`config.mk`:
```
export PLATFORM = sky130hd
export DESIGN_NAME = module_operand_entry
export DESIGN_NICKNAME = d
export VERILOG_FILES = /design/src/rtl/module_operand_entry_pkg.sv /design/src/rtl/module_operand_entry_bcd_shift_reg.sv /design/src/rtl/module_operand_entry.sv
export SDC_FILE = /design/constraint.sdc
export NUM_CORES = 1
export LEC_CHECK = 0
export BUFFER_PORTS_ARGS = -buffer_cell sky130_fd_sc_hd__buf_2
export CORE_MARGIN = 3
export CORE_UTILIZATION = 45
export DETAILED_ROUTE_END_ITERATION = 6
export GPL_ROUTABILITY_DRIVEN = 0
export PLACE_DENSITY_LB_ADDON = 0.25
export SYNTH_ARGS = -nofsm -noshare
export SYNTH_HDL_FRONTEND = slang
export SYNTH_SLANG_ARGS = --single-unit
```
`constraint.sdc`:
```
create_clock -name clk -period 3.1 [get_ports clk]
set_clock_uncertainty 0.1 [all_clocks]
set_input_delay 0.62 -clock clk [delete_from_list [all_inputs] [get_ports clk]]
set_output_delay 0.62 -clock clk [all_outputs]
set_load 0.05 [all_outputs]
```
`src/rtl/module_operand_entry_pkg.sv`:
```
// Shared keypad-calculator definitions: key codes, entry FSM states, digit width.
package pkg_calc;
    localparam int DIGIT_W = 4;

    localparam logic [3:0] KEY_ENTER = 4'hA;
    localparam logic [3:0] KEY_CLEAR = 4'hB;
    localparam logic [3:0] KEY_BKSP  = 4'hC;

    typedef enum logic [1:0] {S_A, S_B, S_DONE} entry_state_t;
endpackage

```
`src/rtl/module_operand_entry_bcd_shift_reg.sv`:
```
// One BCD operand register: shift a digit in at the bottom, backspace out, count digits.
module module_bcd_shift_reg #(
    parameter int N_DIGITS = 3
) (
    input  logic                                  clk,
    input  logic                                  rst,
    input  logic                                  clr,
    input  logic                                  push,
    input  logic                                  pop,
    input  logic [pkg_calc::DIGIT_W-1:0]          digit,
    output logic [N_DIGITS*pkg_calc::DIGIT_W-1:0] value,
    output logic [$clog2(N_DIGITS+1)-1:0]         count,
    output logic                                  full
);
    localparam int W     = N_DIGITS * pkg_calc::DIGIT_W;
    localparam int CNT_W = $clog2(N_DIGITS + 1);

    logic [W-1:0] shl;

    // Shift-then-overwrite keeps this legal for a single-digit operand.
    always_comb begin
        shl = value << pkg_calc::DIGIT_W;
        shl[pkg_calc::DIGIT_W-1:0] = digit;
    end

    assign full = (count == CNT_W'(N_DIGITS));

    always_ff @(posedge clk) begin
        if (rst || clr) begin
            value <= '0;
            count <= '0;
        end else if (push && !full) begin
            value <= shl;
            count <= count + CNT_W'(1);
        end else if (pop && count != '0) begin
            value <= value >> pkg_calc::DIGIT_W;
            count <= count - CNT_W'(1);
        end
    end
endmodule

```
`src/rtl/module_operand_entry.sv`:
```
// Keypad operand entry: builds BCD operands A then B, holds them until the ALU consumes.
module module_operand_entry
    import pkg_calc::*;
#(
    parameter int N_DIGITS = 3,
    parameter int DIGIT_W  = pkg_calc::DIGIT_W
) (
    input  logic                              clk,
    input  logic                              rst,
    input  logic                              key_valid,
    input  logic [3:0]                        key_code,
    input  logic                              consume,
    output logic [N_DIGITS*DIGIT_W-1:0]       a,
    output logic [N_DIGITS*DIGIT_W-1:0]       b,
    output logic [$clog2(N_DIGITS+1)-1:0]     cnt_a,
    output logic [$clog2(N_DIGITS+1)-1:0]     cnt_b,
    output logic                              sel_b,
    output logic                              operands_valid,
    output logic                              overflow
);
    localparam int W     = N_DIGITS * DIGIT_W;
    localparam int CNT_W = $clog2(N_DIGITS + 1);

    entry_state_t state, state_nxt;

    logic [1:0][W-1:0]     val;
    logic [1:0][CNT_W-1:0] cnt;
    logic [1:0]            full, clr, push, pop, active;
    logic                  is_digit, k_enter, k_clear, k_bksp, take, ovf_nxt;

    assign is_digit = key_valid && (key_code <= 4'd9);
    assign k_enter  = key_valid && (key_code == KEY_ENTER);
    assign k_clear  = key_valid && (key_code == KEY_CLEAR);
    assign k_bksp   = key_valid && (key_code == KEY_BKSP);
    // consume only means something once both operands are done; it beats any key there
    assign take     = consume && (state == S_DONE);

    assign active[0] = (state == S_A);
    assign active[1] = (state == S_B);

    always_comb begin
        for (int i = 0; i < 2; i++) begin
            push[i] = is_digit && active[i];
            pop[i]  = k_bksp && active[i];
            clr[i]  = take || (k_clear && (active[i] || state == S_DONE));
        end
    end

    assign ovf_nxt = is_digit && ((active[0] && full[0]) || (active[1] && full[1]));

    always_comb begin
        state_nxt = state;
        if (take) begin
            state_nxt = S_A;
        end else begin
            case (state)
                S_A:     if (k_enter && cnt[0] != '0) state_nxt = S_B;
                S_B:     if (k_enter && cnt[1] != '0) state_nxt = S_DONE;
                S_DONE:  if (k_clear) state_nxt = S_A;
                default: state_nxt = S_A;
            endcase
        end
    end

    genvar g;
    generate
        for (g = 0; g < 2; g++) begin : g_opnd
            module_bcd_shift_reg #(.N_DIGITS(N_DIGITS)) u_sr (
                .clk   (clk),
                .rst   (rst),
                .clr   (clr[g]),
                .push  (push[g]),
                .pop   (pop[g]),
                .digit (key_code),
                .value (val[g]),
                .count (cnt[g]),
                .full  (full[g])
            );
        end
    endgenerate

    always_ff @(posedge clk) begin
        if (rst) begin
            state          <= S_A;
            sel_b          <= 1'b0;
            operands_valid <= 1'b0;
            overflow       <= 1'b0;
        end else begin
            state          <= state_nxt;
            sel_b          <= (state_nxt == S_B);
            operands_valid <= (state_nxt == S_DONE);
            overflow       <= ovf_nxt;
        end
    end

    assign a     = val[0];
    assign b     = val[1];
    assign cnt_a = cnt[0];
    assign cnt_b = cnt[1];
endmodule

```
# After elaboration in Yosys (flattened, before gate mapping)
# Index checks and enable logic that the tools add are counted.
[word_totals]
out_inout_bits = 31
regBits = 33
inputBits = 8
wordCells = 69
[classes]
n_addsub = 4
reduce_logical = 34
muxes = 13
order_cmp = 1
eq_ne = 9
[op_table]
columns = ["cell", "n"]
rows = [
  ["$mux W12", 4],
  ["$logic_and A1 B1 Y1", 20],
  ["$mux W2", 8],
  ["$eq A4 B4 Y1 const B", 3],
  ["$eq A2 B2 Y1 const B", 4],
  ["$reduce_bool A2 Y1", 4],
  ["$logic_or A1 B1 Y1", 7],
  ["$pmux W2 S3", 1],
  ["$add A2 B1 Y2 const B", 2],
  ["$eq A2 B1 Y1 const B", 2],
  ["$le A4 B4 Y1 const B", 1],
  ["$sub A2 B1 Y2 const B", 2],
  ["$logic_not A1 Y1", 2],
  ["$logic_not A2 Y1", 1],
]

# Longest topological paths before layout
# Gate-level depths: netlist (run 1).
[logic_depth]
depth_word = 7
ltp_mapped = 9
ltp_nobuf = 6

# Cells and area by module
# A second synthesis (run 1) with hierarchy kept.
[unflattened]
cells_unflattened = 208
hier_area_um2 = 1808.0
[modules_own_cells]
columns = ["module", "seq_area_each_um2", "cells_per_inst", "instances", "area_each_um2"]
rows = [
  ["module_bcd_shift_reg", 280.3, 82, 2, 703.2],
  ["module_operand_entry", 100.1, 44, 1, 401.6],
]

# Worst setup path after synthesis (run 1)
# OpenSTA, ideal clock, no wires.
[synth_timing]
kind = "input -> register"
startpoint = "input key_code[1]"
endpoint = "register g_opnd[1].u_sr.count[0]"
setup_slack_ns = 1.115
setup_time_ns = 0.132
n_path_buf = 3
t_arrival_ns = 1.753
t_required_ns = 2.868
path_stages = 7
cell_sequence = "buf_6 > nand4bb_4 > or3_1 > buf_2 > buf_6 > a21boi_1 > nor3_1"
[synth_between]
elab_chain_cells = 5
word_cells_on_any_way = 15
cone_classes = "order compare (1); eq/ne (2); mux (1); reduce/logical (11)"
[synth_lines]
columns = ["element", "line", "text"]
rows = [
  ["start, declared", "module_operand_entry.sv:11", "input logic [3:0] key_code,"],
  ["$le A4 B4 Y1, or another cell as far along", "module_operand_entry.sv:31", "assign is_digit = key_valid && (key_code <= 4'd9);"],
  ["$logic_and A1 B1 Y1 (on tied branches)", "module_operand_entry.sv:31, module_operand_entry.sv:33, module_operand_entry.sv:34", ""],
  ["$logic_and A1 B1 Y1 (on tied branches)", "module_operand_entry.sv:43, module_operand_entry.sv:44, module_operand_entry.sv:45", ""],
  ["$logic_and A1 B1 Y1, or another cell as far along", "module_operand_entry_bcd_shift_reg.sv:32", "end else if (push && !full) begin"],
  ["$mux W2, or another cell as far along", "module_operand_entry_bcd_shift_reg.sv:32", ""],
  ["end signal, assigned", "module_operand_entry_bcd_shift_reg.sv:34", "count <= count + CNT_W'(1);"],
  ["end signal, assigned", "module_operand_entry_bcd_shift_reg.sv:37", "count <= count - CNT_W'(1);"],
  ["end, declared", "module_operand_entry_bcd_shift_reg.sv:12", "output logic [$clog2(N_DIGITS+1)-1:0] count,"],
]
# Several ways; a longest one is shown, not always the timed one.
# A chain may end at the register's enable or synchronous reset.

# Worst setup path after layout (run 1)
[layout_timing]
startpoint = "register state[1]"
endpoint = "register g_opnd[0].u_sr.value[10] (netlist bit)"
[layout_between]
elab_chain_cells = 5
word_cells_on_any_way = 13
cone_classes = "eq/ne (1); mux (1); reduce/logical (11)"
[layout_lines]
columns = ["element", "line", "text"]
rows = [
  ["start, declared", "module_operand_entry.sv:24", "entry_state_t state, state_nxt;"],
  ["start signal, assigned", "module_operand_entry.sv:89", "state <= state_nxt;"],
  ["$eq A2 B2 Y1 / $logic_not A2 Y1 (equally long branches)", "module_operand_entry.sv:36, module_operand_entry.sv:45, module_operand_entry.sv:38", ""],
  ["$logic_or A1 B1 Y1", "module_operand_entry.sv:45", "clr[i] = take || (k_clear && (active[i] || state == S_DONE));"],
  ["$logic_and A1 B1 Y1", "module_operand_entry.sv:45", ""],
  ["$logic_or A1 B1 Y1", "module_operand_entry.sv:45", ""],
  ["$logic_or A1 B1 Y1", "module_operand_entry_bcd_shift_reg.sv:29", "if (rst || clr) begin"],
  ["end signal, assigned", "module_operand_entry_bcd_shift_reg.sv:33", "value <= shl;"],
  ["end signal, assigned", "module_operand_entry_bcd_shift_reg.sv:36", "value <= value >> pkg_calc::DIGIT_W;"],
  ["end, declared", "module_operand_entry_bcd_shift_reg.sv:11", "output logic [N_DIGITS*pkg_calc::DIGIT_W-1:0] value,"],
]
# Several ways; a longest one is shown, not always the timed one.

==> results of run 1 <==
-- per-stage QoR --
stage          cells  total power [mW]  hold WS (ns)  worst slack [ns]
2_1_floorplan    203             0.546         0.512              1.12
3_3_place_gp     275             0.572         0.375             0.953
3_5_place_dp     275             0.572         0.372             0.921
4_1_cts          281             0.861         0.383             0.949
5_1_grt          281             0.886         0.406             0.723
6_report         281             0.851         0.380             0.946
-- layout by cell type (no fill, tap or decap), types with 2 or more instances in the layout --
| cell | instances |
|---|---|
| a32oi_1 | 2 |
| mux2i_1 | 4 |
| o21ai_0 | 14 |
| inv_1 | 3 |
| and2_2 | 2 |
| a211oi_1 | 4 |
| nand3_1 | 18 |
| o311a_1 | 2 |
| ha_1 | 4 |
| nor2_1 | 15 |
| clkbuf_8 | 5 |
| a311oi_2 | 2 |
| a22oi_1 | 4 |
| nand3b_1 | 2 |
| nand4_1 | 2 |
| o31ai_1 | 3 |
| a21oi_1 | 23 |
| buf_2 | 38 |
| a311oi_1 | 4 |
| nor3b_1 | 2 |
| nand2_1 | 24 |
| dfxtp_1 | 33 |
| and3_1 | 2 |
| nor3_1 | 2 |
| a22o_1 | 2 |
-- power by group through the flow --
stage | clock, mW | combinational, mW | sequential (mW)
4_1_cts | 0.297 | 0.118 | 0.445
5_1_grt | 0.310 | 0.129 | 0.447
2_1_floorplan | 0 | 0.0590 | 0.487
3_3_place_gp | 0 | 0.118 | 0.454
6_report | 0.288 | 0.118 | 0.445
3_5_place_dp | 0 | 0.118 | 0.455
-- logic make-up after synthesis --
logic type | synth area share, %
mux | 2.32
compound gates | 26.2
buf+inv | 5.64
flops | 38.2
simple gates | 24.7
fa+ha+maj | 2.89
-- critical path: cells and delay by family, from the launching register on --
kind	cells	cell delay, ns
compound gates	3	0.84
flops	1	0.46
simple gates	1	0.30
fa+ha+maj	1	0.29
buf+inv	1	0.11
-- sequential cells by signal (all words and copies together) (netlist names) --
register           flops
state                  2
operands_valid         1
sel_b                  1
overflow               1
g_opnd.u_sr.value     24
g_opnd.u_sr.count      4
-- worst paths after layout --
path                                              start                                     to  cells after the start
setup / recovery                    state[1]$_SDFF_PP0_  g_opnd[0].u_sr.value[10]$_SDFFE_PP0P_                      6
hold / removal    g_opnd[1].u_sr.value[11]$_SDFFE_PP0P_  g_opnd[1].u_sr.value[11]$_SDFFE_PP0P_                      2
setup reg to reg                    state[1]$_SDFF_PP0_  g_opnd[0].u_sr.value[10]$_SDFFE_PP0P_                      6
hold reg to reg   g_opnd[1].u_sr.value[11]$_SDFFE_PP0P_  g_opnd[1].u_sr.value[11]$_SDFFE_PP0P_                      2
-- final cells by class --
| class | instances | area, um^2 |
|---|---|---|
| Clock buffer | 5 | 68.8 |
| Clock inverter | 1 | 5.00 |
| Fill cell | 355 | 1550 |
| Inverter | 3 | 11.3 |
| Multi-Input combinational cell | 154 | 971 |
| Sequential cell | 33 | 661 |
| Tap cell | 46 | 57.6 |
| Timing Repair Buffer | 39 | 198 |
-- layer usage --
layer | vias to the layer above | routed length (um) | track usage, %
li1 | 812 | - | -
met1 | 742 | 1870 | 25.4
met2 | 51 | 1740 | 27.1
met3 | 8 | 242 | 4.11
met5 | - | 0 | 0
met4 | 0 | 55 | 6.70
==> flow_summary_export.csv, run 1 <==
group,metric,value,unit
status,status,"complete, no violations",
sta,fmax,464,MHz
power,combPwrFrac,13.9,%
clock_tree,clock_latency,0.28,ns
logic_synthesis,syn_nets,215,
route,wl_per_cell,13.9,um
cells_and_area,fin_nets,248,
route,wl,3910,um
critical_path,worst_setup_path_start_kind,"flip-flop",
grt,grt_overflow,0,
sta,finalHoldViolations,0,
grt,grt_max_degree,18,
critical_path,path_max_fanout,10,
cells_and_area,final_util,56.0,%
logic_synthesis,synth.top_cells.by_count,"dfxtp_1 (33), nand2_1 (24), a21oi_1 (23)",
logic_synthesis,yosys.area.top_type,"dfxtp_1",
route,first_iter_violations,151,
worst_hold_path,hold_path.class,"reg2reg",
clock_tree,post_cts_buffers,0,
sta,drv_slew,0,
sta,worstMarginPinSlew,0.621,ns
sta,slew_headroom,58.5,%
power,p_switching,0.237,mW
logic_synthesis,yosysMostFrequentCell,"dfxtp_1",
logic_synthesis,synth_top_cell_area_share,38.2,%
cells_and_area,diodes,0,
power,p_per_area,432,mW/mm^2
floorplanning,num_rows,21,
sta,setup_viol,0,
power,p_int,0.615,mW
power,p_seq_share,52.3,%
route,detail_route.first_pass.iterations,4,
logic_synthesis,yosysSeqAreaShare,38.2,%
critical_path,arrival,2.27,ns
logic_synthesis,post_synth_num_cell_types,45,
grt,antenna_found_initial,0,
clock_tree,cts_root_buf,"clkbuf_8",
power,switching_share,27.8,%
logic_synthesis,postSynthAreaPerCell,8.52,um^2
clock_tree,cts_buffer_depth,2,
route,drtAntennaViolNets,0,
logic_synthesis,synth_ff_type,"dfxtp_1",
clock_tree,cts.sinks,33,
place,io_buffers,38,
floorplanning,chipWidth,68.0,um
floorplanning,core_area,0.00352,mm^2
cells_and_area,finalInstanceArea,0.00197,mm^2
critical_path,endpoint_kind,"flip-flop",
route,drc_errors,0,
route,viasPerCell,5.74,
logic_synthesis,synth_edf_count,0,
route,num_vias,1613,
power,total_leakage_power,0.763,nW
critical_path,path_cells,"inv_1, ha_1, and2_2, a21oi_1, o21ai_0, a21oi_1",
floorplanning,pin_count,39,
logic_synthesis,synth_area_leaders,"dfxtp_1 (38%), a21oi_1 (6.7%), nand3_1 (5.2%)",
clock_tree,ctsHtreeMaxLevel,2,
critical_path,reg2reg_slack,0.95,ns
critical_path,slowest_delay,0.52,ns
critical_path,cpMaxStageDelayCell,"a21oi_1",
sta,min_period_over_period,69.5,%
power,pwr-share-clk,33.8,%
sta,grt_setup_unrepaired,"false",
floorplanning,die_y,68.0,um
clock_tree,cts_tree,"built",
clock_tree,path_clk_slew,0.06,ns
flow_run,max-cap-violations,0,
logic_synthesis,synthCells,203,
place,dpl_cell_area,0.00190,mm^2
logic_synthesis,yosysWarnings,0,
power,ir_drop,0.229,mV
logic_synthesis,synth-seq-cells,33,
logic_synthesis,async_reset_ff_share,0,%
cells_and_area,area_growth,14.0,%
place,dp_hpwl,2780,um
critical_path,required,3.21,ns
floorplanning,dieArea,0.00462,mm^2
critical_path,path_class,"reg2reg",
critical_path,cp_common_cell,"a21oi_1",
grt,grt_pass1_wl,6350,um
sta,fin_crit,2.15,ns
grt,grt_pass1_vias,1323,
sta,setup-tns-final,0,ns
grt,grt_usage,18.1,%
clock_tree,post_cts_resized,0,
floorplanning,start_util,49.1,%
clock_tree,hold_buffers,0,
clock_tree,cts-buffers-inserted,5,
cells_and_area,final_layout_size_suffix_gt1_share,24.7,%
logic_synthesis,netlist_area,0.00173,mm^2
(Power assumes the default switching activity.)
==> inputs of run 2 (changes only) <==
Clock period 3.1 ns to 2.2 ns, I/O delays scaled along.
==> run 2 against run 1 <==
Final area grew 2.5%. Register-to-register slack lost 0.72 ns. Highest routed layer unchanged. Combinational power grew 43%. Non-clock buffer count is 5 higher. Die area stayed put. Fmax grew 9.4%. Via count is 3.0% higher. Cell count grew 2.1%. Sequential power is 41% higher. Critical path depth did not move. Power rose by 47%. Sequential share of layout area shrank 0.83 points.
==> flow_summary_export.csv, run 2 (synthesis results as in run 1) <==
group,metric,value,unit
flow_run,max-cap-violations,0,
power,p_int,0.908,mW
clock_tree,path_clk_slew,0.06,ns
place,io_buffers,38,
critical_path,path_cells,"inv_1, ha_1, and2_2, a2bb2oi_2, o21ai_0, a21oi_1",
route,wl_per_cell,13.9,um
cells_and_area,largestRegisters,"g_opnd.u_sr.value x24, g_opnd.u_sr.count x4, state x2",
power,p_per_area,618,mW/mm^2
floorplanning,pin_count,39,
cells_and_area,final_util,57.4,%
critical_path,critPathTopFamily,"compound AO/OA/AOI/OAI gates",
critical_path,cp_num_buf_inv,1,
critical_path,worst_setup_path_start_kind,"flip-flop",
sta,slew_headroom,67.8,%
clock_tree,cts-buffers-inserted,5,
critical_path,arrival,2.09,ns
clock_tree,cts.sinks,33,
grt,antenna_found_initial,0,
route,drtAntennaViolNets,0,
cells_and_area,final_layout_size_suffix_gt1_share,26.1,%
cells_and_area,largest_register_ffs,24,
power,p_switching,0.342,mW
sta,min_period_over_period,89.5,%
sta,fin_crit,1.97,ns
sta,fmax,508,MHz
power,pwr-share-clk,36.3,%
critical_path,slowest_delay,0.44,ns
critical_path,path_class,"reg2reg",
grt,grt_pass1_wl,6430,um
power,ir_drop,0.437,mV
sta,grt_setup_unrepaired,"false",
route,num_vias,1661,
grt,grt_overflow,0,
route,first_iter_violations,65,
critical_path,required,2.32,ns
worst_hold_path,hold_path.class,"in2reg",
floorplanning,core_area,0.00352,mm^2
sta,setup-tns-final,0,ns
place,dp_hpwl,2860,um
clock_tree,cts_root_buf,"clkbuf_8",
cells_and_area,diodes,0,
worst_hold_path,holdCritStartpoint,"rst",
clock_tree,post_cts_buffers,0,
clock_tree,hold_buffers,0,
critical_path,cp-startpoint,"state[0]$_SDFF_PP0_",
critical_path,cpMaxStageDelayCell,"dfxtp_1",
floorplanning,start_util,49.1,%
route,wl,3990,um
floorplanning,num_rows,21,
sta,finalHoldViolations,0,
route,viasPerCell,5.79,
power,p_seq_share,50.2,%
route,drc_errors,0,
status,status,"complete, no violations",
route,detail_route.first_pass.iterations,4,
floorplanning,chipWidth,68.0,um
cells_and_area,layout_commonest_cell,"buf_2",
place,dp.cells,280,
sta,setup_viol,0,
floorplanning,dieArea,0.00462,mm^2
cells_and_area,stdcell_count,287,
grt,grt_max_degree,18,
clock_tree,post_cts_resized,0,
grt,grt_pass1_vias,1411,
clock_tree,cts_tree,"built",
floorplanning,die_y,68.0,um
clock_tree,cts_buffer_depth,2,
clock_tree,ctsHtreeMaxLevel,2,
cells_and_area,top_register,"g_opnd.u_sr.value",
cells_and_area,area_growth,16.9,%
power,total_leakage_power,0.792,nW
cells_and_area,mostFrequentLayoutCells,"buf_2 (38), dfxtp_1 (33), nand2_1 (24), a21oi_1 (23), nand3_1 (18)",
sta,worstMarginPinSlew,0.481,ns
critical_path,rr_startpoint,"state[0]$_SDFF_PP0_",
cells_and_area,fin_nets,253,
grt,grt_usage,18.8,%
sta,drv_slew,0,
power,switching_share,27.3,%
power,combPwrFrac,13.5,%
clock_tree,clock_latency,0.29,ns
critical_path,path_max_fanout,10,
critical_path,endpoint_kind,"flip-flop",
==> run 2: path summary, 6_finish.rpt <==
path | cells past startpoint | slack (ns) | end
worst max-delay path | 6 | 0.23 | g_opnd[0].u_sr.value[9]$_SDFFE_PP0P_
worst min-delay path | 2 | 0.23 | overflow$_SDFF_PP0_
worst max register to register | 6 | 0.23 | g_opnd[0].u_sr.value[9]$_SDFFE_PP0P_
worst min register to register | 2 | 0.38 | g_opnd[1].u_sr.value[9]$_SDFFE_PP0P_
==> run 2: final cells by class <==
type	count	area [um^2]
fill	356	1500
multi-input combinational	154	971
sequential	33	661
timing repair buffer	44	235
clock buffer	7	86.3
tap	46	57.6
inverter	3	11.3
==> run 2: worst reg2reg max path, stage by stage, from the launching register on <==
cell and delay (ns):
dfxtp_1 0.44, inv_1 0.10, ha_1 0.30, and2_2 0.30, a2bb2oi_2 0.35, o21ai_0 0.15, a21oi_1 0.16
==> run 2: power by group through the flow <==
stage / combinational, mW / sequential [mW] / clock, mW
6_report: 0.169 / 0.627 / 0.454
5_1_grt: 0.184 / 0.629 / 0.482
4_1_cts: 0.169 / 0.627 / 0.460
3_5_place_dp: 0.168 / 0.640 / 0
3_3_place_gp: 0.168 / 0.640 / 0
2_1_floorplan: 0.0832 / 0.687 / 0
==> run 2: metrics by stage <==
step	setup slack [ns]	hold WS [ns]	total power [mW]	area, um^2
2_1_floorplan	0.293	0.409	0.770	1730
3_3_place_gp	0.234	0.377	0.807	1940
3_5_place_dp	0.225	0.375	0.808	1940
4_1_cts	0.234	0.229	1.26	2020
5_1_grt	0.0571	0.235	1.30	2020
6_report	0.230	0.235	1.25	2020
==> run 2: metal layers <==
layer | wire length (um) | part of all wire, % | track usage, % | vias to the layer above
met1 | 1920 | 48 | 23.4 | 788
met5 | 0 | 0 | 0 | -
met2 | 1810 | 45 | 29.8 | 40
met4 | 61 | 1.5 | 7.44 | 0
met3 | 200 | 5.0 | 6.24 | 7
li1 | - | - | - | 826
==> inputs of run 3 (changes only) <==
Settings changed: CTS_CLUSTER_SIZE from default to 12, PLACE_DENSITY from default to 0.68, PLACE_DENSITY_LB_ADDON 0.25 to default, SYNTH_HIERARCHICAL from default to 1.
==> run 3 against run 2 <==
Global-route usage is 1.1 points lower. Count of clock-buffer cells in the layout fell by 1. Register-to-register slack got worse by 0.03 ns. Clock power shrank 2%. Sequential cell count stayed put. Synthesized cell count rose by 2.5%. Hold slack gained 0.11 ns. Non-clock buffer count increased by 8. Utilization grew 0.34 points. Fmax is 1.5% lower. Final area up 7.7%. Setup slack lost 0.029 ns. Critical path type unchanged. Largest cell class unchanged.
==> flow_summary_export.csv, run 3 <==
group,metric,value,unit
status,status,"complete, no violations",
sta,setup_viol,0,
power,finalPower,1.27,mW
place,dp_hpwl,3070,um
critical_path,path_class,"reg2reg",
clock_tree,clock_latency,0.28,ns
logic_synthesis,post_synth_num_cell_types,39,
flow_run,max-cap-violations,0,
logic_synthesis,synth_area_leaders,"dfxtp_1 (37%), a21oi_1 (5.5%), mux2i_1 (5.5%)",
floorplanning,dieArea,0.00481,mm^2
critical_path,worst_setup_path_start_kind,"flip-flop",
cells_and_area,final_layout_size_suffix_gt1_share,31.0,%
cells_and_area,top_register,"g_opnd.u_sr/value",
logic_synthesis,yosysWarnings,6,
critical_path,endpoint_kind,"flip-flop",
logic_synthesis,synth_ff_type,"dfxtp_1",
sta,finalHoldViolations,0,
clock_tree,cts-buffers-inserted,5,
clock_tree,cts_tree,"built",
route,drc_errors,0,
sta,fmax,500,MHz
clock_tree,ctsHtreeMaxLevel,2,
cells_and_area,layout_commonest_cell,"buf_2",
worst_hold_path,hold_path.class,"in2reg",
sta,drv_slew,0,
grt,grt_pass1_wl,7020,um
cells_and_area,area_growth,20.5,%
cells_and_area,largestRegisters,"g_opnd.u_sr/value x24, g_opnd.u_sr/count x4, state x2",
route,wl_per_cell,13.8,um
grt,grt_usage,17.7,%
logic_synthesis,syn_nets,220,
critical_path,arrival,2.13,ns
critical_path,slowest_delay,0.36,ns
floorplanning,start_util,47.9,%
clock_tree,path_clk_slew,0.07,ns
route,detail_route.first_pass.iterations,4,
cells_and_area,final_util,57.8,%
clock_tree,post_cts_buffers,0,
logic_synthesis,async_reset_ff_share,0,%
sta,whs,0.343,ns
critical_path,required,2.33,ns
sta,setup_slack,0.201,ns
route,drtAntennaViolNets,0,
clock_tree,cts_buffer_depth,2,
grt,grt_overflow,0,
route,first_iter_violations,125,
cells_and_area,largest_register_ffs,24,
logic_synthesis,synth.top_cells.by_count,"dfxtp_1 (33), nand2_1 (23), a21oi_1 (20)",
critical_path,path_cells,"inv_1, ha_1, inv_1, nor2_1, buf_4, o21ba_2, o21ai_0, o221a_2",
sta,min_period_over_period,90.9,%
critical_path,cpMaxStageDelayCell,"dfxtp_1",
floorplanning,pin_count,39,
logic_synthesis,synth_top_cell_area_share,36.5,%
critical_path,cp_common_cell,"inv_1",
grt,grt_pass1_vias,1486,
clock_tree,cts.sinks,33,
power,total_leakage_power,1.00,nW
route,wl,4210,um
route,viasPerCell,5.52,
logic_synthesis,synth-seq-cells,33,
floorplanning,chipWidth,69.4,um
sta,slew_headroom,68.9,%
clock_tree,hold_buffers,0,
grt,grt_max_degree,16,
grt,antenna_found_initial,0,
power,ir_drop,0.350,mV
logic_synthesis,yosysMostFrequentCell,"dfxtp_1",
power,p_per_area,584,mW/mm^2
place,pre_cts_ws,0.133,ns
sta,grt_setup_unrepaired,"false",
cells_and_area,mostFrequentLayoutCells,"buf_2 (38), dfxtp_1 (33), nand2_1 (23), a21oi_1 (20), o21ai_0 (16)",
clock_tree,post_cts_resized,0,
route,num_vias,1688,
place,io_buffers,38,
logic_synthesis,yosys.area.top_type,"dfxtp_1",
sta,fin_crit,2.00,ns
sta,setup-tns-final,0,ns
cells_and_area,diodes,0,
floorplanning,die_y,69.4,um
clock_tree,cts_root_buf,"clkbuf_8",
logic_synthesis,postSynthAreaPerCell,8.69,um^2
cells_and_area,fin_nets,269,
logic_synthesis,synthCells,208,
logic_synthesis,yosysSeqAreaShare,36.5,%
floorplanning,core_area,0.00377,mm^2
logic_synthesis,synth_edf_count,0,
critical_path,path_max_fanout,9,
logic_synthesis,netlist_area,0.00181,mm^2
sta,worstMarginPinSlew,0.466,ns
floorplanning,num_rows,22,
-- run 3: final timing paths --
check                                            start                                    end  slack, ns  depth (start not counted)
hold / removal                                     rst                    overflow$_SDFF_PP0_       0.34                          2
setup reg to reg                   state[0]$_SDFF_PP0_   g_opnd[0].u_sr/value[4]$_SDFFE_PP0P_       0.20                          8
setup / recovery                   state[0]$_SDFF_PP0_   g_opnd[0].u_sr/value[4]$_SDFFE_PP0P_       0.20                          8
hold reg to reg   g_opnd[1].u_sr/value[6]$_SDFFE_PP0P_  g_opnd[1].u_sr/value[10]$_SDFFE_PP0P_       0.41                          2
-- run 3: cells by family (layout without fill, tap and decap cells) --
group	after synthesis	in the layout	share of synthesized area [%]
buffers and inverters	17	67	5.88
flip-flops	33	33	36.5
AO/OA/AOI/OAI	76	76	29.6
multiplexers	10	10	5.54
adder cells (fa/ha/maj)	4	4	2.77
AND/OR/NAND/NOR	68	68	19.7
-- run 3: critical path: cells and delay by family, from the launching register on --
kind / cells / cell delay, ns
compound gates: 3 / 0.69
simple gates: 1 / 0.16
fa+ha+maj: 1 / 0.27
buf+inv: 3 / 0.38
flops: 1 / 0.36
-- run 3: routing by layer --
layer	up-vias	global-route usage, %	wire (um)
li1	861	-	-
met1	778	26.4	2150
met2	44	24.8	1780
met3	5	4.20	237
met4	0	5.86	47
met5	-	0	0
-- run 3: power by group --
part           leakage (nW)  internal [mW]  switching [mW]
sequential            0.268          0.614          0.0219
clock                0.0450          0.219           0.228
combinational         0.691         0.0664           0.123
-- run 3: area by class of cell --
class | count | area (um^2)
clock buffer | 6 | 72.6
clock inverter | 2 | 10.0
fill | 365 | 1590
inverter | 7 | 26.3
multi-input combinational | 158 | 1040
sequential | 33 | 661
tap | 48 | 60.1
timing repair buffer | 52 | 308
-- run 3: through the flow --
stage	cell area, um^2	cells
detailed placement	2100	298
global placement	2100	298
floorplan	1810	208
global route	2180	306
CTS	2180	306
finish	2180	306
